$ cat src/rtl/ifft_pkg.sv
// Shared types, codes and helpers for the in-place radix-2 IFFT memory controller.
package ifft_pkg;

   localparam int unsigned AwDefault = 5;
   localparam int unsigned BitrevMax = 16;

   typedef enum logic [2:0] {
      StIdle,
      StLoad,
      StRdA,
      StRdB,
      StBfWait,
      StWrA,
      StWrB,
      StUnload
   } state_e;

   localparam logic [1:0] WselIn  = 2'b00;
   localparam logic [1:0] WselTop = 2'b01;
   localparam logic [1:0] WselBot = 2'b10;

   // Reverses the low w bits of v; bits at and above w come back as zero.
   function automatic logic [BitrevMax-1:0] bitrev(input logic [BitrevMax-1:0] v,
                                                    input int unsigned w);
      logic [BitrevMax-1:0] r;
      logic [3:0]           idx;
      r = '0;
      for (int unsigned i = 0; i < BitrevMax; i++) begin
         idx = 4'(w - 1 - i);
         if (i < w) r[i] = v[idx];
      end
      return r;
   endfunction

endpackage

$ cat src/rtl/ifft_mem_ctrl_if.sv
// Handshake, working-memory and butterfly-unit signals of the IFFT memory controller.
interface ifft_mem_ctrl_if
   import ifft_pkg::*;
#(
   parameter int unsigned AW = AwDefault
);
   logic          in_valid;
   logic          in_ready;
   logic          out_valid;
   logic          out_ready;
   logic [AW-1:0] mem_waddr;
   logic          mem_write;
   logic [1:0]    mem_wsel;
   logic [AW-1:0] mem_raddr;
   logic          bf_lat_a;
   logic          bf_lat_b;
   logic          bf_start;
   logic [AW-2:0] tw_idx;
   logic          bf_done;

   modport master (
      input  in_valid, out_ready, bf_done,
      output in_ready, out_valid, mem_waddr, mem_write, mem_wsel, mem_raddr,
             bf_lat_a, bf_lat_b, bf_start, tw_idx
   );

   modport slave (
      output in_valid, out_ready, bf_done,
      input  in_ready, out_valid, mem_waddr, mem_write, mem_wsel, mem_raddr,
             bf_lat_a, bf_lat_b, bf_start, tw_idx
   );

endinterface

$ cat src/rtl/ifft_addr_gen.sv
// Butterfly operand addresses and twiddle index for stage s, butterfly k (combinational).
module ifft_addr_gen
   import ifft_pkg::*;
#(
   parameter int unsigned AW = AwDefault,
   parameter int unsigned SW = $clog2(AW + 1)
) (
   input  logic [SW-1:0] s_i,
   input  logic [AW-2:0] k_i,
   output logic [AW-1:0] a_o,
   output logic [AW-1:0] b_o,
   output logic [AW-2:0] tw_o
);

   logic [AW-1:0] k_ext;
   logic [AW-1:0] span;
   logic [AW-1:0] pos;
   logic [AW-1:0] a;
   logic [SW-1:0] s_up;
   logic [SW-1:0] tw_sh;

   always_comb begin
      k_ext = {1'b0, k_i};
      span  = AW'(1) << s_i;
      pos   = k_ext & (span - AW'(1));
      s_up  = s_i + SW'(1);
      tw_sh = SW'(AW - 1) - s_i;
      // Group index k>>s spreads to a 2*span stride; bit s of a is always clear.
      a     = ((k_ext >> s_i) << s_up) | pos;
      a_o   = a;
      b_o   = a | span;
      tw_o  = (AW-1)'(pos << tw_sh);
   end

endmodule

$ cat src/rtl/ifft_mem_ctrl.sv
// In-place IFFT memory sequencer: load, radix-2 butterfly passes, unload.
// Define IFFT_MEM_CTRL_BITREV_LOAD_EN to bit-reverse on load instead of on unload.
module ifft_mem_ctrl
   import ifft_pkg::*;
#(
   parameter int unsigned AW = AwDefault
) (
   input  logic            clk,
   input  logic            rst,
   input  logic            start,
   output logic            busy,
   output logic            frame_done,
   ifft_mem_ctrl_if.master bus
);

   localparam int unsigned   SW       = $clog2(AW + 1);
   localparam logic [AW-1:0] CntLast  = {AW{1'b1}};
   localparam logic [AW-2:0] KLast    = {(AW-1){1'b1}};
   localparam logic [SW-1:0] SLast    = SW'(AW - 1);

   state_e        state_q, state_d;
   logic [AW-1:0] cnt_q, cnt_d;
   logic [SW-1:0] s_q, s_d;
   logic [AW-2:0] k_q, k_d;

   logic [AW-1:0] addr_a, addr_b;
   logic [AW-2:0] tw;
   logic [AW-1:0] ld_addr, ul_addr;

   ifft_addr_gen #(
      .AW (AW),
      .SW (SW)
   ) u_addr_gen (
      .s_i  (s_q),
      .k_i  (k_q),
      .a_o  (addr_a),
      .b_o  (addr_b),
      .tw_o (tw)
   );

`ifdef IFFT_MEM_CTRL_BITREV_LOAD_EN
   assign ld_addr = AW'(bitrev(BitrevMax'(cnt_q), AW));
   assign ul_addr = cnt_q;
`else
   assign ld_addr = cnt_q;
   assign ul_addr = AW'(bitrev(BitrevMax'(cnt_q), AW));
`endif

   always_ff @(posedge clk or posedge rst) begin
      if (rst) begin
         state_q <= StIdle;
         cnt_q   <= '0;
         s_q     <= '0;
         k_q     <= '0;
      end else begin
         state_q <= state_d;
         cnt_q   <= cnt_d;
         s_q     <= s_d;
         k_q     <= k_d;
      end
   end

   assign busy = (state_q != StIdle);

   always_comb begin
      state_d       = state_q;
      cnt_d         = cnt_q;
      s_d           = s_q;
      k_d           = k_q;
      frame_done    = 1'b0;
      bus.in_ready  = 1'b0;
      bus.out_valid = 1'b0;
      bus.mem_waddr = '0;
      bus.mem_write = 1'b0;
      bus.mem_wsel  = WselIn;
      bus.mem_raddr = '0;
      bus.bf_lat_a  = 1'b0;
      bus.bf_lat_b  = 1'b0;
      bus.bf_start  = 1'b0;
      bus.tw_idx    = '0;

      unique case (state_q)
         StIdle: begin
            if (start) begin
               state_d = StLoad;
               cnt_d   = '0;
            end
         end
         StLoad: begin
            bus.in_ready = 1'b1;
            if (bus.in_valid) begin
               bus.mem_write = 1'b1;
               bus.mem_wsel  = WselIn;
               bus.mem_waddr = ld_addr;
               cnt_d         = cnt_q + 1'b1;
               if (cnt_q == CntLast) begin
                  state_d = StRdA;
                  s_d     = '0;
                  k_d     = '0;
               end
            end
         end
         StRdA: begin
            bus.mem_raddr = addr_a;
            bus.bf_lat_a  = 1'b1;
            bus.tw_idx    = tw;
            state_d       = StRdB;
         end
         StRdB: begin
            bus.mem_raddr = addr_b;
            bus.bf_lat_b  = 1'b1;
            bus.bf_start  = 1'b1;
            bus.tw_idx    = tw;
            state_d       = StBfWait;
         end
         StBfWait: begin
            bus.tw_idx = tw;
            if (bus.bf_done) state_d = StWrA;
         end
         StWrA: begin
            bus.mem_waddr = addr_a;
            bus.mem_wsel  = WselTop;
            bus.mem_write = 1'b1;
            bus.tw_idx    = tw;
            state_d       = StWrB;
         end
         StWrB: begin
            bus.mem_waddr = addr_b;
            bus.mem_wsel  = WselBot;
            bus.mem_write = 1'b1;
            bus.tw_idx    = tw;
            if (k_q != KLast) begin
               k_d     = k_q + 1'b1;
               state_d = StRdA;
            end else if (s_q != SLast) begin
               s_d     = s_q + 1'b1;
               k_d     = '0;
               state_d = StRdA;
            end else begin
               cnt_d   = '0;
               state_d = StUnload;
            end
         end
         StUnload: begin
            bus.out_valid = 1'b1;
            bus.mem_raddr = ul_addr;
            if (bus.out_ready) begin
               cnt_d = cnt_q + 1'b1;
               if (cnt_q == CntLast) begin
                  state_d    = StIdle;
                  frame_done = 1'b1;
               end
            end
         end
         default: state_d = StIdle;
      endcase
   end

endmodule

$ cat src/flat_wrapper.sv
// flat-port wrapper written by rule: the top's interface ports become plain ports
module ifft_mem_ctrl_flat import ifft_pkg::*;
#(
   parameter int unsigned AW = AwDefault
)
  (clk, rst, start, busy, frame_done, bus_in_valid, bus_out_ready, bus_bf_done, bus_in_ready, bus_out_valid, bus_mem_waddr, bus_mem_write, bus_mem_wsel, bus_mem_raddr, bus_bf_lat_a, bus_bf_lat_b, bus_bf_start, bus_tw_idx);
  ifft_mem_ctrl_if #(.AW(AW)) bus_i ();
  input  logic clk;
  input  logic rst;
  input  logic start;
  output logic busy;
  output logic frame_done;
  input wire logic [$bits(bus_i.in_valid)-1:0] bus_in_valid;
  input wire logic [$bits(bus_i.out_ready)-1:0] bus_out_ready;
  input wire logic [$bits(bus_i.bf_done)-1:0] bus_bf_done;
  output wire logic [$bits(bus_i.in_ready)-1:0] bus_in_ready;
  output wire logic [$bits(bus_i.out_valid)-1:0] bus_out_valid;
  output wire logic [$bits(bus_i.mem_waddr)-1:0] bus_mem_waddr;
  output wire logic [$bits(bus_i.mem_write)-1:0] bus_mem_write;
  output wire logic [$bits(bus_i.mem_wsel)-1:0] bus_mem_wsel;
  output wire logic [$bits(bus_i.mem_raddr)-1:0] bus_mem_raddr;
  output wire logic [$bits(bus_i.bf_lat_a)-1:0] bus_bf_lat_a;
  output wire logic [$bits(bus_i.bf_lat_b)-1:0] bus_bf_lat_b;
  output wire logic [$bits(bus_i.bf_start)-1:0] bus_bf_start;
  output wire logic [$bits(bus_i.tw_idx)-1:0] bus_tw_idx;
  assign bus_i.in_valid = bus_in_valid;
  assign bus_i.out_ready = bus_out_ready;
  assign bus_i.bf_done = bus_bf_done;
  assign bus_in_ready = bus_i.in_ready;
  assign bus_out_valid = bus_i.out_valid;
  assign bus_mem_waddr = bus_i.mem_waddr;
  assign bus_mem_write = bus_i.mem_write;
  assign bus_mem_wsel = bus_i.mem_wsel;
  assign bus_mem_raddr = bus_i.mem_raddr;
  assign bus_bf_lat_a = bus_i.bf_lat_a;
  assign bus_bf_lat_b = bus_i.bf_lat_b;
  assign bus_bf_start = bus_i.bf_start;
  assign bus_tw_idx = bus_i.tw_idx;
  ifft_mem_ctrl #(.AW(AW)) u_core (.clk(clk), .rst(rst), .start(start), .busy(busy), .frame_done(frame_done), .bus(bus_i));
endmodule
$ cat config.mk
export PLATFORM = sky130hd
export DESIGN_NAME = ifft_mem_ctrl_flat
export DESIGN_NICKNAME = d
export VERILOG_FILES = /design/src/rtl/ifft_pkg.sv /design/src/rtl/ifft_mem_ctrl_if.sv /design/src/rtl/ifft_addr_gen.sv /design/src/rtl/ifft_mem_ctrl.sv /design/src/flat_wrapper.sv
export SDC_FILE = /design/constraint.sdc
export NUM_CORES = 1
export LEC_CHECK = 0
export ABC_AREA = 1
export CAP_MARGIN = 20
export CORE_ASPECT_RATIO = 1.75
export CORE_UTILIZATION = 35
export CTS_CLUSTER_DIAMETER = 100
export DETAILED_ROUTE_END_ITERATION = 8
export SLEW_MARGIN = 15
export SYNTH_ARGS = -nofsm -noshare
export SYNTH_HDL_FRONTEND = slang
export SYNTH_SLANG_ARGS = --single-unit
$ cat constraint.sdc
create_clock -name clk -period 2.6 [get_ports clk]
set_input_delay 0.78 -clock clk [delete_from_list [all_inputs] [get_ports clk]]
set_output_delay 0.78 -clock clk [all_outputs]
set_load 0.02 [all_outputs]
==> results.py, run 1 <==
metrics = {
    "power": {
        "p_seq_share_pct": 11.0,
        "p_comb_share_pct": 83.1,
        "power.share.clock_pct": 5.9,
        "swShare_pct": 51.7,
        "vdd_drop_max_v": 0.000815,
        "finalPower_mw": 3.56,
        "netSwitchingPower_mw": 1.84,
        "p_leak_nw": 1.34,
        "powerDensity_nw_per_um2": 1320,
        "internal_power_mw": 1.72,
    },
    "logic_synthesis": {
        "ys_seq_area_share_pct": 22.5,
        "synth_top_area_cell": "dfrtp_1",
        "synth_top_area_share_pct": 22.5,
        "postSynthAreaPerCell_sq_um": 6.71,
        "yosys-top-cells-area": "dfrtp_1 (22%), nand2_1 (13%), ha_1 (12%), nand3_1 (7.2%), inv_1 (7.2%)",
        "syn_area_sq_um": 1670,
        "post_synth_num_cell_types": 39,
        "syn-instance-count": 249,
        "synth_seq_cells": 15,
        "ys_warn_count": 0,
        "synth_fp_nets": 271,
    },
    "global_route": {
        "grt.overflow.total": 0,
        "grt_pass1_wl_um": 8990,
        "track_usage_pct": 24.4,
        "antenna_found_initial": 0,
        "grt_max_degree": 16,
        "grt_pass1_vias": 1993,
    },
    "route": {
        "totalWireLength_um": 5570,
        "postRouteAntennaNets": 0,
        "met2_length_um": 3220,
        "drt-pass1-iter-count": 4,
        "wl_per_cell_um": 14.3,
        "vias": 1976,
        "drc": 0,
        "wl_met3_um": 157,
        "drtIter0Drc": 37,
        "vias_per_cell": 5.08,
        "wl_met1_um": 2010,
        "top_layer_used": "met4",
    },
    "setup_path": {
        "worstPathArrival_ns": 2.06,
        "cp.required_ns": 1.82,
        "critPathMostFrequentCell": "ha_4",
        "crit_fanout": 4,
        "path_class": "flip-flop to output port",
        "max_stage_delay_ns": 0.44,
        "r2r_cells": 13,
        "crit_path_end_kind": "output port",
        "cp-start-kind": "flip-flop",
        "slowest_stage": "dfrtp_2",
        "path_cells": "inv_2 -> ha_4 -> ha_4 -> inv_4 -> ha_4 -> nor2_4 -> inv_2 -> o21ai_4 -> nor3b_4 -> buf_6",
    },
    "layout": {
        "insertedDiodeCount": 0,
        "multi_input_area_sq_um": 1340,
        "drive_gt1_share_pct": 47.0,
        "synthToLayoutAreaGrowth_pct": 61.5,
        "fill_cells": 428,
        "finish.instance_area_sq_um": 2700,
        "final_net_count": 361,
        "seq_area_sq_um": 377,
    },
    "placed_design": {
        "placed_area_sq_um": 2490,
        "hpwlAfterDp_um": 4450,
        "place.port_buffers": 29,
        "gp_routability_congestion": 0.906,
    },
    "sta": {
        "setup_viol": 13,
        "setup_slack_ns": -0.238,
        "final_hold_viol_count": 0,
        "skew_ns": 0.00712,
        "period_minus_slack_ns": 2.84,
        "slew-limit-headroom_pct": 58.8,
        "rsz0062_at_grt": "true",
        "slew_viol_final": 0,
        "fin_crit_sh_pct": 109,
        "fmax_mhz": 352,
        "worst_pin_slew_ns": 0.617,
    },
    "status": {
        "status": "finished with violations",
        "violations": "negative setup slack",
    },
    "cts": {
        "worstSkewPairLatency_ns": 0.26,
        "cts.path.max_buffers": 2,
        "htreeDepth": 1,
        "cts.clk_slew.worst_paths_ns": 0.08,
        "numClockSinks": 15,
        "cts_tree": "yes",
        "cts-root-buf": "clkbuf_8",
        "numCtsBuffers": 3,
    },
    "hold_path": {
        "worstHoldPathType": "flip-flop to flip-flop",
        "holdPathStages": 2,
    },
    "floorplan": {
        "die_area_sq_um": 5060,
        "fp.dieW_um": 54.2,
        "io_pins": 30,
        "fp-row-count": 32,
        "start_util_pct": 37.2,
        "core_area_sq_um": 4480,
        "fp.dieH_um": 93.4,
    },
    "flow_run": {
        "maxCapViolations": 0,
    },
}
[final cells by class]
cell class | count | area share [%]
multi-input cells | 189 | 49.5
repair buffers | 91 | 26.4
flip-flops and latches | 15 | 14.0
inverters | 39 | 5.94
well taps | 51 | 2.37
clock buffers | 3 | 1.53
clock inverters | 1 | 0.278
[synth_stat cells, drive strengths merged]
master   number
nand4         3
dfrtp        15
a22o          1
nor4          1
buf           5
nor3          3
o22ai         2
ha           16
o2111ai       1
xor2          1
inv          39
nor2         25
o211ai        2
a21boi        1
o311ai        1
a22oi         2
a31oi         2
nand3        24
nand3b        1
nand2        66
nor3b         1
a21oi        15
o21ai        20
xnor2         1
clkbuf        1
[sequential cells by signal (all words and copies together), names as in the netlist]
name / cells
u_core.cnt_q: 5
u_core.state_q: 3
u_core.k_q: 4
u_core.s_q: 3
[kinds of logic (layout without fill, tap and decap cells)]
kind of cell,after synthesis,in the layout,share of synthesized area [%]
buf+inv,45,134,11.5
compound gates,47,47,17.2
simple gates,124,124,35.9
flops,15,15,22.5
fa+ha+maj,16,16,12.0
xor+xnor,2,2,1.05
[final timing paths]
kind,start,to,slack (ns)
max,u_core.s_q[0],bus_tw_idx[1],-0.24
min,u_core.cnt_q[4],u_core.cnt_q[4],0.55
max reg2reg,u_core.s_q[0],u_core.k_q[3],0.65
min reg2reg,u_core.cnt_q[4],u_core.cnt_q[4],0.55
max in group asynchronous,rst,u_core.s_q[0],1.28
min in group asynchronous,rst,u_core.k_q[1],0.89
[power by group through the flow]
stage	sequential, mW	clock, mW	combinational (mW)
6_report	0.391	0.209	2.96
5_1_grt	0.404	0.216	3.21
4_1_cts	0.390	0.209	2.80
3_5_place_dp	0.391	0	2.62
3_3_place_gp	0.388	0	2.61
2_1_floorplan	0.385	0	1.53
[metrics by stage]
stage                     utilization [%]  setup WS, ns  cells  hold slack, ns  TNS [ns]
after floorplan                         -       0.00491    249           0.486         0
after global placement               55.6        -0.500    379           0.525     -6.50
after detailed placement             55.6        -0.559    379           0.532     -6.81
after CTS                            58.0        -0.218    383           0.548     -1.86
after global routing                 60.2        -0.313    389           0.589     -2.96
final                                60.2        -0.238    389           0.545     -1.79
[critical path: cells and delay by family, from the launching register on]
family / cells / cell delay, ns
compound gates: 1 / 0.14
simple gates: 2 / 0.36
buf+inv: 4 / 0.36
fa+ha+maj: 3 / 0.50
flops: 1 / 0.44
[per-layer routing]
metal,track usage [%],vias up
li1,-,991
met1,24.6,919
met2,45.5,50
met3,2.60,16
met4,12.4,0
met5,0,-
[cells in the final DEF, fill, tap and decap left out, types with 6 or more instances in the layout]
| cell | netlist | final |
|---|---|---|
| inv_1 | 32 | 23 |
| a21oi_2 | 1 | 7 |
| o21ai_0 | 17 | 11 |
| a21oi_1 | 13 | 6 |
| dfrtp_1 | 15 | 14 |
| nor2_1 | 22 | 14 |
| inv_2 | 5 | 11 |
| nand3_1 | 24 | 19 |
| nand2_2 | 3 | 6 |
| buf_4 | 2 | 68 |
| nand2_1 | 59 | 55 |
| ha_1 | 16 | 7 |
| buf_6 | 1 | 6 |
[what timing repair did]
action / in CTS / in global routing
gates resized for setup: 119 / 30
endpoints found under the setup margin: 24 / 20
buffers inserted: 0 / 6
pin swaps: 10 / 6
hold buffers: 0 / 0
Power figures use the tool's default switching activity.
==> run 2: changes to the inputs <==
ABC_AREA = not set   (was 1)
CORE_ASPECT_RATIO = not set   (was 1.75)
CORE_MARGIN = 5   (was not set)
==> run 2 against run 1 <==
  * The run still ends with negative setup slack left
  * Critical endpoint is now bus_mem_raddr[2]
  * Sequential power is 4% higher
  * Sequential cell count stayed put
  * Hold slack better by 0.047 ns
  * Non-clock buffer count is 9 higher
  * Register-to-register slack worse by 0.32 ns
  * Setup slack worse by 0.14 ns
  * First-iteration DRC count grew to 2.6 times the previous value
  * Synthesized cell count is 11% lower
  * Power hardly changed
  * Routed wire length is 3.8% higher
  * Clock power is 6% lower
  * Largest cell class unchanged
  * Maximum frequency is 4.6% lower
==> results.py, run 2 <==
metrics = {
    "placed_design": {
        "dp_cells": 365,
        "placed_area_sq_um": 2660,
        "place.port_buffers": 29,
        "gp_routability_congestion": 0.916,
        "hpwlAfterDp_um": 4390,
    },
    "status": {
        "violations": "negative setup slack",
        "status": "finished with violations",
    },
    "sta": {
        "rsz0062_at_grt": "true",
        "setup_slack_ns": -0.375,
        "slew-limit-headroom_pct": 59.0,
        "slew_viol_final": 0,
        "fin_crit_sh_pct": 114,
        "tns_ns": -3.77,
        "skew_ns": 0.00366,
        "final_hold_viol_count": 0,
        "period_minus_slack_ns": 2.97,
        "fmax_mhz": 336,
        "worst_pin_slew_ns": 0.614,
        "setup_viol": 14,
    },
    "logic_synthesis": {
        "synth_edf_count": 0,
        "synth_top_area_share_pct": 21.5,
        "ys_seq_area_share_pct": 21.5,
        "synth_top_area_cell": "dfrtp_1",
        "ys.flop_type": "dfrtp_1",
        "postSynth.asyncResetShare_pct": 100,
        "synth_seq_cells": 15,
        "postSynthAreaPerCell_sq_um": 7.87,
        "syn_area_sq_um": 1750,
        "post_synth_num_cell_types": 49,
        "syn-instance-count": 222,
        "yosysMostFrequentCell": "nand2_1",
        "yosys-top-cells-area": "dfrtp_1 (21%), ha_1 (11%), nand2_1 (5.8%), nor2_1 (4.1%), o21ai_0 (4.0%)",
        "yosys-top-cells-count": "nand2_1 (27), nor2_1 (19), ha_1 (16)",
        "synth_fp_nets": 244,
        "ys_warn_count": 0,
    },
    "floorplan": {
        "start_util_pct": 36.5,
        "core_area_sq_um": 4790,
        "fp-row-count": 25,
        "fp.dieW_um": 80.7,
        "fp.dieH_um": 80.7,
        "die_area_sq_um": 6510,
        "io_pins": 30,
    },
    "layout": {
        "largest_register_ffs": 5,
        "seq_area_sq_um": 378,
        "finish.instance_area_sq_um": 2980,
        "insertedDiodeCount": 0,
        "final_common_cell": "buf_4",
        "top_regs": "u_core.cnt_q (5), u_core.k_q (4)",
        "drive_gt1_share_pct": 52.4,
        "multi_input_area_sq_um": 1560,
        "final_cell_mix": "buf_4 (67), nand2_1 (24), nor2_1 (15)",
        "synthToLayoutAreaGrowth_pct": 70.3,
        "final_net_count": 336,
        "fill_cells": 405,
        "top_register": "u_core.cnt_q",
        "fin_cells": 380,
        "final_util_pct": 62.2,
    },
    "cts": {
        "cts_hold_buf": 0,
        "cts.clk_slew.worst_paths_ns": 0.06,
        "worstSkewPairLatency_ns": 0.25,
        "numClockSinks": 15,
        "htreeDepth": 1,
        "cts.path.max_buffers": 2,
        "numCtsBuffers": 3,
        "cts_tree": "yes",
        "cts-root-buf": "clkbuf_8",
    },
    "global_route": {
        "use_met1_pct": 23.6,
        "grt_max_degree": 16,
        "grt_use_met2_pct": 33.5,
        "track_usage_pct": 18.3,
        "antenna_found_initial": 0,
        "top_usage_layer": "met2",
        "grt_pass1_vias": 1927,
        "grt.overflow.total": 0,
        "grt_pass1_wl_um": 9330,
        "met3_usage_pct": 1.35,
    },
    "route": {
        "drtIter0Drc": 97,
        "wl_per_cell_um": 15.2,
        "totalWireLength_um": 5790,
        "vias": 1951,
        "vias_per_cell": 5.13,
        "drc": 0,
        "postRouteAntennaNets": 0,
        "drt-pass1-iter-count": 4,
    },
    "hold_path": {
        "worstHoldPathType": "flip-flop to flip-flop",
        "min_from": "u_core.k_q[2]",
        "hold-path-endpoint": "u_core.k_q[2]",
        "holdPathStages": 1,
    },
    "setup_path": {
        "crit_fanout": 3,
        "r2r_cells": 10,
        "r2r-end": "u_core.s_q[0]",
        "path_class": "flip-flop to output port",
        "rrSetupSlack_ns": 0.33,
        "cp-start-kind": "flip-flop",
        "crit_path_end_kind": "output port",
        "worstPathArrival_ns": 2.19,
        "worstReg2RegStart": "u_core.state_q[0]",
        "cp.required_ns": 1.82,
    },
    "power": {
        "p_leak_nw": 1.36,
        "powerDensity_nw_per_um2": 1200,
        "finalPower_mw": 3.56,
        "vdd_drop_max_v": 0.000520,
    },
    "flow_run": {
        "maxCapViolations": 0,
    },
}
[run 2: cells by family after synthesis]
| logic type | share of synthesized area [%] |
|---|---|
| AO/OA/AOI/OAI | 22.5 |
| XOR/XNOR | 1.00 |
| adder cells (fa/ha/maj) | 11.5 |
| buffers and inverters | 7.01 |
| flip-flops | 21.5 |
| multiplexers | 7.30 |
| AND/OR/NAND/NOR | 29.2 |
[run 2: worst max-delay path: stages, from the launching register on]
cell	delay (ns)
dfrtp_2	0.44
buf_12	0.14
clkinv_8	0.04
ha_4	0.12
ha_4	0.13
inv_2	0.04
ha_4	0.14
nand2b_4	0.12
mux2_4	0.30
nand3_4	0.10
a211oi_4	0.05
nor3_4	0.19
buf_6	0.14
[run 2: per-layer routing]
metal | part of all wire [%] | wire, um
met1 | 44 | 2550
met2 | 51 | 2960
met3 | 3.8 | 220
met4 | 0.90 | 52
met5 | 0 | 0
[run 2: worst max-delay path by stage]
stage / startpoint / endpoint / slack [ns] / cells after the start
floorplan: u_core.s_q[0] / bus_tw_idx[3] / -0.23 / 12
global placement: u_core.s_q[0] / bus_mem_raddr[3] / -0.57 / 9
detailed placement: u_core.s_q[0] / bus_mem_raddr[3] / -0.60 / 8
CTS: u_core.s_q[0] / bus_mem_raddr[2] / -0.38 / 12
global route: u_core.s_q[0] / bus_tw_idx[3] / -0.47 / 12
finish: u_core.s_q[0] / bus_mem_raddr[2] / -0.37 / 12
[run 2: cell type report]
type | instances | share of cell area (%)
repair buffers | 100 | 28.4
flip-flops and latches | 15 | 12.7
clock buffers | 4 | 1.51
inverters | 12 | 2.06
well taps | 67 | 2.82
multi-input cells | 182 | 52.5
[run 2: power by group]
group | leakage, nW | switching, mW | internal, mW
combinational | 1.14 | 1.48 | 1.48
clock | 0.0228 | 0.0882 | 0.109
sequential | 0.196 | 0.0920 | 0.312
[run 2: through the flow]
| step | worst slack [ns] | hold WS [ns] |
|---|---|---|
| finish | -0.375 | 0.592 |
| global route | -0.469 | 0.610 |
| CTS | -0.381 | 0.590 |
| detailed placement | -0.603 | 0.584 |
| global placement | -0.570 | 0.554 |
| floorplan | -0.229 | 0.511 |
[run 2: what timing repair did]
action | 4_1_cts | 5_1_grt
endpoints found under the setup margin | 23 | 21
buffers inserted | 8 | 3
resized for setup | 114 | 43
endpoints found under the hold margin | 0 | 0
pin swaps | 9 | 11
==> run 3: changes to the inputs <==
DONT_BUFFER_PORTS = 1   (was not set)
GPL_TIMING_DRIVEN = 0   (was not set)
RECOVER_POWER = 25   (was not set)
==> run 3 against run 2 <==
  * The flow still finishes with violations (negative setup slack)
  * Hold slack got worse by 0.10 ns
  * Via count decreased by 13%
  * Maximum frequency decreased by 3.7%
  * Clock power decreased by 3%
  * Routed wire length decreased by 13%
  * Power decreased by 16%
  * Combinational power decreased by 19%
  * Clock skew increased by 0.0038 ns
  * Largest cell class unchanged
  * Highest routed layer unchanged
==> results.py, run 3 (synthesis results as in run 2) <==
metrics = {
    "sta": {
        "setup_viol": 14,
        "slew_viol_final": 0,
        "worst_pin_slew_ns": 0.619,
        "final_hold_viol_count": 0,
        "tns_ns": -4.71,
        "setup_slack_ns": -0.491,
        "hold_ws_ns": 0.490,
        "rsz0062_at_grt": "true",
        "fin_crit_sh_pct": 119,
        "period_minus_slack_ns": 3.09,
        "fmax_mhz": 324,
        "slew-limit-headroom_pct": 58.7,
        "skew_ns": 0.00745,
    },
    "cts": {
        "numClockSinks": 15,
        "cts.clk_slew.worst_paths_ns": 0.06,
        "numCtsBuffers": 3,
        "cts.path.max_buffers": 2,
        "cts_tree": "yes",
        "cts_hold_buf": 0,
        "htreeDepth": 1,
        "worstSkewPairLatency_ns": 0.25,
        "cts-root-buf": "clkbuf_8",
    },
    "route": {
        "drtIter0Drc": 96,
        "drt-pass1-iter-count": 4,
        "wl_per_cell_um": 16.4,
        "vias": 1702,
        "totalWireLength_um": 5050,
        "postRouteAntennaNets": 0,
        "vias_per_cell": 5.54,
        "drc": 0,
    },
    "status": {
        "status": "finished with violations",
        "violations": "negative setup slack",
    },
    "layout": {
        "final_util_pct": 49.2,
        "top_register": "u_core.cnt_q",
        "final_cell_mix": "nand2_1 (26), buf_4 (15), nor2_1 (15)",
        "insertedDiodeCount": 0,
        "final_net_count": 263,
        "drive_gt1_share_pct": 36.7,
        "largest_register_ffs": 5,
        "synthToLayoutAreaGrowth_pct": 34.6,
        "fin_cells": 307,
        "top_regs": "u_core.cnt_q (5), u_core.k_q (4)",
        "final_common_cell": "nand2_1",
        "finish.instance_area_sq_um": 2350,
    },
    "global_route": {
        "grt.overflow.total": 0,
        "grt_max_degree": 16,
        "grt_pass1_wl_um": 8180,
        "track_usage_pct": 16.2,
        "antenna_found_initial": 0,
        "grt_pass1_vias": 1574,
    },
    "setup_path": {
        "cp-start-kind": "flip-flop",
        "critPathMostFrequentCell": "ha_4",
        "path_buf_inv": 4,
        "cp_top_family": "simple AND/OR/NAND/NOR gates",
        "max_stage_delay_ns": 0.40,
        "crit_fanout": 3,
        "worstPathArrival_ns": 2.31,
        "cp.required_ns": 1.82,
        "crit_path_end_kind": "output port",
        "path_class": "flip-flop to output port",
        "path_cells": "clkbuf_8 -> buf_8 -> inv_8 -> ha_4 -> ha_4 -> inv_2 -> ha_4 -> nand2b_4 -> mux2_4 -> nand3_4 -> a211oi_4 -> nor3_4",
        "slowest_stage": "dfrtp_1",
    },
    "floorplan": {
        "die_area_sq_um": 6510,
        "start_util_pct": 36.5,
        "core_area_sq_um": 4790,
        "fp.dieH_um": 80.7,
        "fp.dieW_um": 80.7,
        "io_pins": 30,
        "fp-row-count": 25,
    },
    "placed_design": {
        "gp_routability_congestion": 0.888,
        "place.port_buffers": 0,
        "dpl_worst_slack_ns": -0.365,
        "placed_area_sq_um": 1990,
        "dp_cells": 289,
        "hpwlAfterDp_um": 3780,
    },
    "power": {
        "finalPower_mw": 2.99,
        "p_leak_nw": 0.966,
        "powerDensity_nw_per_um2": 1270,
        "vdd_drop_max_v": 0.000409,
    },
    "hold_path": {
        "worstHoldPathType": "input port to async pin",
    },
    "flow_run": {
        "maxCapViolations": 0,
    },
}
## run 3: changes by cell type in the layout (fill, tap and decap cells not counted), sizes merged
cell	previous run	this run
clkdlybuf4s50	5	0
dlygate4sd2	3	0
clkdlybuf4s15	1	0
clkinv	2	0
buf	87	23
inv	10	11
clkbuf	7	8
clkinvlp	0	1
dlymetal6s2s	1	0
## run 3: final cells by class
cell class / count / area (sq um)
buffer: 13 / 119
clock buffer: 4 / 45.0
fill: 460 / 2430
inverter: 12 / 56.3
multi-input combinational: 182 / 1560
sequential: 15 / 377
tap: 67 / 83.8
timing repair buffer: 14 / 113
## run 3: what timing repair did
action / in CTS / in global routing
endpoints found under the setup margin: 17 / 17
pin swaps: 20 / 4
gates resized for setup: 39 / 14
setup buffers: 12 / 2
gates cloned: 0 / 0
## run 3: worst paths after layout
path,startpoint,to,slack [ns],depth (start not counted)
max,u_core.s_q[0],bus_mem_raddr[2],-0.49,12
min,rst,u_core.cnt_q[2],0.49,1
max reg2reg,u_core.s_q[0],u_core.cnt_q[3],0.29,10
min reg2reg,u_core.cnt_q[4],u_core.cnt_q[4],0.61,2
max in group asynchronous,rst,u_core.s_q[2],1.67,1
min in group clk,u_core.cnt_q[4],u_core.cnt_q[4],0.61,2
## run 3: power by group
group          internal (mW)  switching (mW)
Clock                  0.109          0.0828
Sequential             0.309          0.0980
Combinational           1.01            1.38
## run 3: routing by layer
| metal | track usage [%] | part of all wire [%] |
|---|---|---|
| met1 | 21.0 | 45 |
| met3 | 3.14 | 7.1 |
| met4 | 4.90 | 1.4 |
| met5 | 0 | 0 |
| met2 | 26.9 | 46 |
==> variant 1 (settings of run 3) <==
The 8 states of `state_e` get a one-hot encoding in 8 bits.
--- a/src/rtl/ifft_pkg.sv
+++ b/src/rtl/ifft_pkg.sv
@@ -5,13 +5,13 @@
    localparam int unsigned BitrevMax = 16;
 
-   typedef enum logic [2:0] {
-      StIdle,
-      StLoad,
-      StRdA,
-      StRdB,
-      StBfWait,
-      StWrA,
-      StWrB,
-      StUnload
+   typedef enum logic [7:0] {
+      StIdle   = 8'b00000001,
+      StLoad   = 8'b00000010,
+      StRdA    = 8'b00000100,
+      StRdB    = 8'b00001000,
+      StBfWait = 8'b00010000,
+      StWrA    = 8'b00100000,
+      StWrB    = 8'b01000000,
+      StUnload = 8'b10000000
    } state_e;
 
Check against the original RTL: no difference found for any inputs over 10 cycles, from zero or initial values and one cycle with rst high; not proved beyond that.
==> variant 1 against run 3 <==
The run still ends with negative setup slack left. Cell area increased by 27%. Routed wire length increased by 29%. Synthesized area increased by 7.9%. Worst setup slack improved by 130 ps. First-iteration DRC count decreased by 13%. Sequential cell count increased by 5. Core utilization increased by 8.6 points. Non-clock buffer count increased by 24. Register-to-register slack got worse by 200 ps. Hold slack improved by 76 ps. Highest routed layer unchanged.
Power is not compared: it rests on default switching activity, and its combinational part moved more than twofold at a synthesized area within 25%.
==> variant 1: results (changes against run 3) <==
* Postcts setup bufs at 26 (+14)
* Post-CTS resize count at 72 (+85%)
* Failing checks: negative setup slack
* Top cells by area, synth: dfrtp_1 25%, ha_1 7.3%, nand2_1 4.6%, o21ai_0 4.2%, xor2_1 2.8%
* Met2 Wirelength at 3290 um (+40%)
* CP Max Fanout at 5 (+2)
* Top Registers: u_core.state_q: 8 flops, u_core.cnt_q: 5 flops, u_core.k_q: 4 flops
* CTS clk-pin slew, worst paths at 90 ps (+30 ps)
* Outcome: complete, but fails checks
* # setup viols final at 17 (+3)
* Fillcell total at 417 (-9.3%)
* M1 GR Usage at 22.0% (+1.0 points)
* CP Capture Point: bus_tw_idx[2]
* Final #Nets at 282 (+7.2%)
* Share of the synthesized area in the top cell type at 25.2% (+3.7 points)
* Layout cell share with drive strength beyond 1 at 54.5% (+18 points)
* Post-synthesis cell count at 223 (+0.45%)
* Data buffer area share at 14.7% (+4.8 points)
* Clock buffer cells at 3 (-1)
* Final Skew at 3.25 ps (-4.20 ps)
* Crit-path max cell delay at 450 ps (+50 ps)
* Placed Cells at 293 (+1.4%)
* Mapped Nets at 240 (-1.6%)
* Gr usage total at 18.0% (+1.9 points)
* Metal-1 WL at 2830 um (+24%)
* Worst-margin pin slew at 864 ps (+245 ps)
* Setup WS post-layout at -360 ps (+131 ps)
* DR pass1 iterations at 5 (+1)
* WP data arrival at 2180 ps (-130 ps)
* Clk_lat worst skew at 270 ps (+20 ps)
* #FFs+latches synth at 20 (+5)
* Slowest-stage cell, CP: dfrtp_2
* Finished Layout Cells at 334 (+8.8%)
* Sequential cell area share at 17.0% (+0.96 points)
* First-pass GRT wire length at 10,200 um (+25%)
* Post-synthesis sequential area ratio at 26.6% (+5.1 points)
* Register-to-register path setup slack at 90 ps (-200 ps)
* DP HPWL at 4110 um (+8.7%)
* Metal3 WL at 308 um (-14%)
* Global Route met3 Usage at 3.76% (+0.62 points)
variant 1: cell count changes after synthesis, moves of 5 or more:
cell / run 3 / this run
a211oi_1: 5 / 0
ha_1: 16 / 11
mux2i_1: 6 / 0
nor2_1: 19 / 11
xor2_1: 1 / 6
variant 1: metrics by stage:
step / instance area (sq um) / total power, uW / hold slack, ps / setup slack, ps
2_1_floorplan: 2140 / 779 / 501 / -27.3
3_3_place_gp: 2230 / 854 / 562 / -529
3_5_place_dp: 2230 / 855 / 565 / -523
4_1_cts: 2790 / 1260 / 592 / -319
5_1_grt: 2990 / 1400 / 615 / -433
6_report: 2990 / 1350 / 566 / -360
variant 1: kinds of logic (layout without fill, tap and decap cells):
group,Yosys count,count (layout),share of synthesized area [%]
AND/OR/NAND/NOR,90,90,28.2
AO/OA/AOI/OAI,60,60,23.2
XOR/XNOR,8,8,3.72
multiplexers,5,5,3.58
buffers and inverters,29,70,7.43
flip-flops,20,20,26.6
adder cells (fa/ha/maj),11,11,7.30
==> variant 2 (config.mk and constraints of run 3) <==
Without the edit above. Change the package constant `AwDefault` from 5 to 10.
--- a/src/rtl/ifft_pkg.sv
+++ b/src/rtl/ifft_pkg.sv
@@ -2,5 +2,5 @@
 package ifft_pkg;
 
-   localparam int unsigned AwDefault = 5;
+   localparam int unsigned AwDefault = 10;
    localparam int unsigned BitrevMax = 16;
 
Ports: changed (resized bus_mem_raddr, bus_mem_waddr and bus_tw_idx); port bits go from 30 to 45. The function was not compared with the original's and may differ.
==> variant 2 against run 3 <==
Worst setup slack lost 740 ps. Non-clock buffer count is 74 higher. Cell area rose by 130%. Register-to-register slack worse by 200 ps. Core utilization rose by 4.7 points. Sequential share of layout area fell by 4.0 points. Total power is 6.2% higher. The run still ends with negative setup slack left. Routed wire length rose to 3.1 times the old value. Synthesized area up 110%. Sequential cell count is 11 higher. Largest cell class unchanged.
==> variant 2: results (changes against run 3) <==
* Mapped Nets at 534 (+120%)
* P_leak at 0.00203 uW (+110%)
* Final Skew at 2.62 ps (-4.83 ps)
* DP HPWL at 10,900 um (+190%)
* Top cells by area, synth: dfrtp_1 18%, o21ai_0 6.6%, nand2_1 6.5%, ha_1 5.9%, nor2_1 5.5%
* R2r endpoint: u_core.cnt_q[5]
* Hold WS at 262 ps (-228 ps)
* Setup tns final at -28,300 ps (-23,590 ps)
* Setup WS post-layout at -1230 ps (-736 ps)
* Post-DP Area at 4170 sq um (+110%)
* Final #Nets at 597 (+130%)
* CP Max Fanout at 5 (+2)
* Final Routed Wirelength at 15,900 um (+210%)
* DR pass1 iterations at 5 (+1)
* Commonest cells post-synth: 63 x nand2_1, 53 x nor2_1, 48 x o21ai_0
* Post-synthesis cell count at 511 (+130%)
* Yosys synthesis warning count at 0 (unchanged)
* Synth cell types at 80 (+63%)
* Layout cell share with drive strength beyond 1 at 42.3% (+5.6 points)
* Outcome: complete, but fails checks
* Register-to-register path setup slack at 90 ps (-200 ps)
* First-pass GRT wire length at 24,000 um (+190%)
* Number of global-route vias before repair at 4,304 (+170%)
* Initial drt markers at 373 (+290%)
* Dpl ws at -1260 ps (-894 ps)
* CP Capture Point: bus_tw_idx[7]
* Peak VDD IR at 0.000543 V (+33%)
* Clk_lat worst skew at 270 ps (+20 ps)
* GP Congestion at 0.991 (+12%)
* # setup viols final at 30 (+16)
* Fillcell total at 940 (+100%)
* Largest net degree at the start of global routing at 27 (+11)
* Top Registers: u_core.cnt_q: 10 flops, u_core.k_q: 9 flops, u_core.s_q: 4 flops
* Worst setup startpoint: u_core.s_q[1]
* CP top delay family: compound AO/OA/AOI/OAI gates
* Post-synthesis sequential area ratio at 18.0% (-3.5 points)
* Failing checks: negative setup slack
* Placed Cells at 647 (+120%)
* Switch share at 54.0% (+1.8 points)
* Via count at 4,497 (+160%)
* Finished Layout Cells at 708 (+130%)
* Worst R2R Path Depth at 14 (+4)
* WP data arrival at 3050 ps (+740 ps)
* Gr usage total at 23.9% (+7.7 points)
* CTS clk-pin slew, worst paths at 90 ps (+30 ps)
* Rel. slew slack at 21.0% (-38 points)
==> variant 2: cell count changes in the layout (fill, tap and decap cells not counted), sizes merged, moves of 8 or more <==
cell	run 3	this run
buf	23	87
nand2	28	63
nor2	19	54
o21ai	18	53
a21oi	12	26
a31oi	5	16
dfrtp	15	26
clkbuf	8	17
nand3	11	20
nor3	8	16
xor2	1	9
==> variant 2: cell families (layout without fill, tap and decap cells) <==
logic type,Yosys count,count (layout),synth area share [%]
adders and majority gates,17,17,5.88
muxes,14,14,4.67
AOI/OAI and AO/OA,172,172,32.7
buffers and inverters,61,122,7.68
DFF,26,26,18.0
xor gates and xnor gates,13,13,3.15
and+or+nand+nor,208,208,27.9
==> variant 2: cell type report <==
| type | count | area [sq um] | area share, % |
|---|---|---|---|
| multi-input combinational | 424 | 3640 | 66.4 |
| sequential | 26 | 657 | 12.0 |
| timing repair buffer | 62 | 551 | 10.0 |
| buffer | 39 | 309 | 5.63 |
| tap | 136 | 170 | 3.10 |
| inverter | 17 | 110 | 2.01 |
| clock buffer | 3 | 41.3 | 0.753 |
| timing repair inverter | 1 | 5.00 | 0.0912 |
==> variant 2: power groups by stage <==
stage               combinational [uW]  clock, uW  sequential (uW)
CTS                               2070        235              572
global route                      2530        253              582
global placement                  1700          0              578
detailed placement                1710          0              581
finish                            2370        232              574
floorplan                         1360          0              543
==> variant 2: repair_timing <==
| action | in CTS | in global routing |
|---|---|---|
| pin swaps | 41 | 31 |
| resized for setup | 124 | 68 |
| endpoints found under the hold margin | 0 | 0 |
| buffers inserted | 45 | 18 |
| endpoints found under the setup margin | 44 | 52 |
| gates cloned | 1 | 0 |
==> variant 2: metal layers <==
metal,routed length (um),GRT usage (%),part of all wire [%]
met4,728,10.1,4.6
met2,7380,38.3,46
met1,6390,32.1,40
met5,0,0,0
met3,1390,3.64,8.7
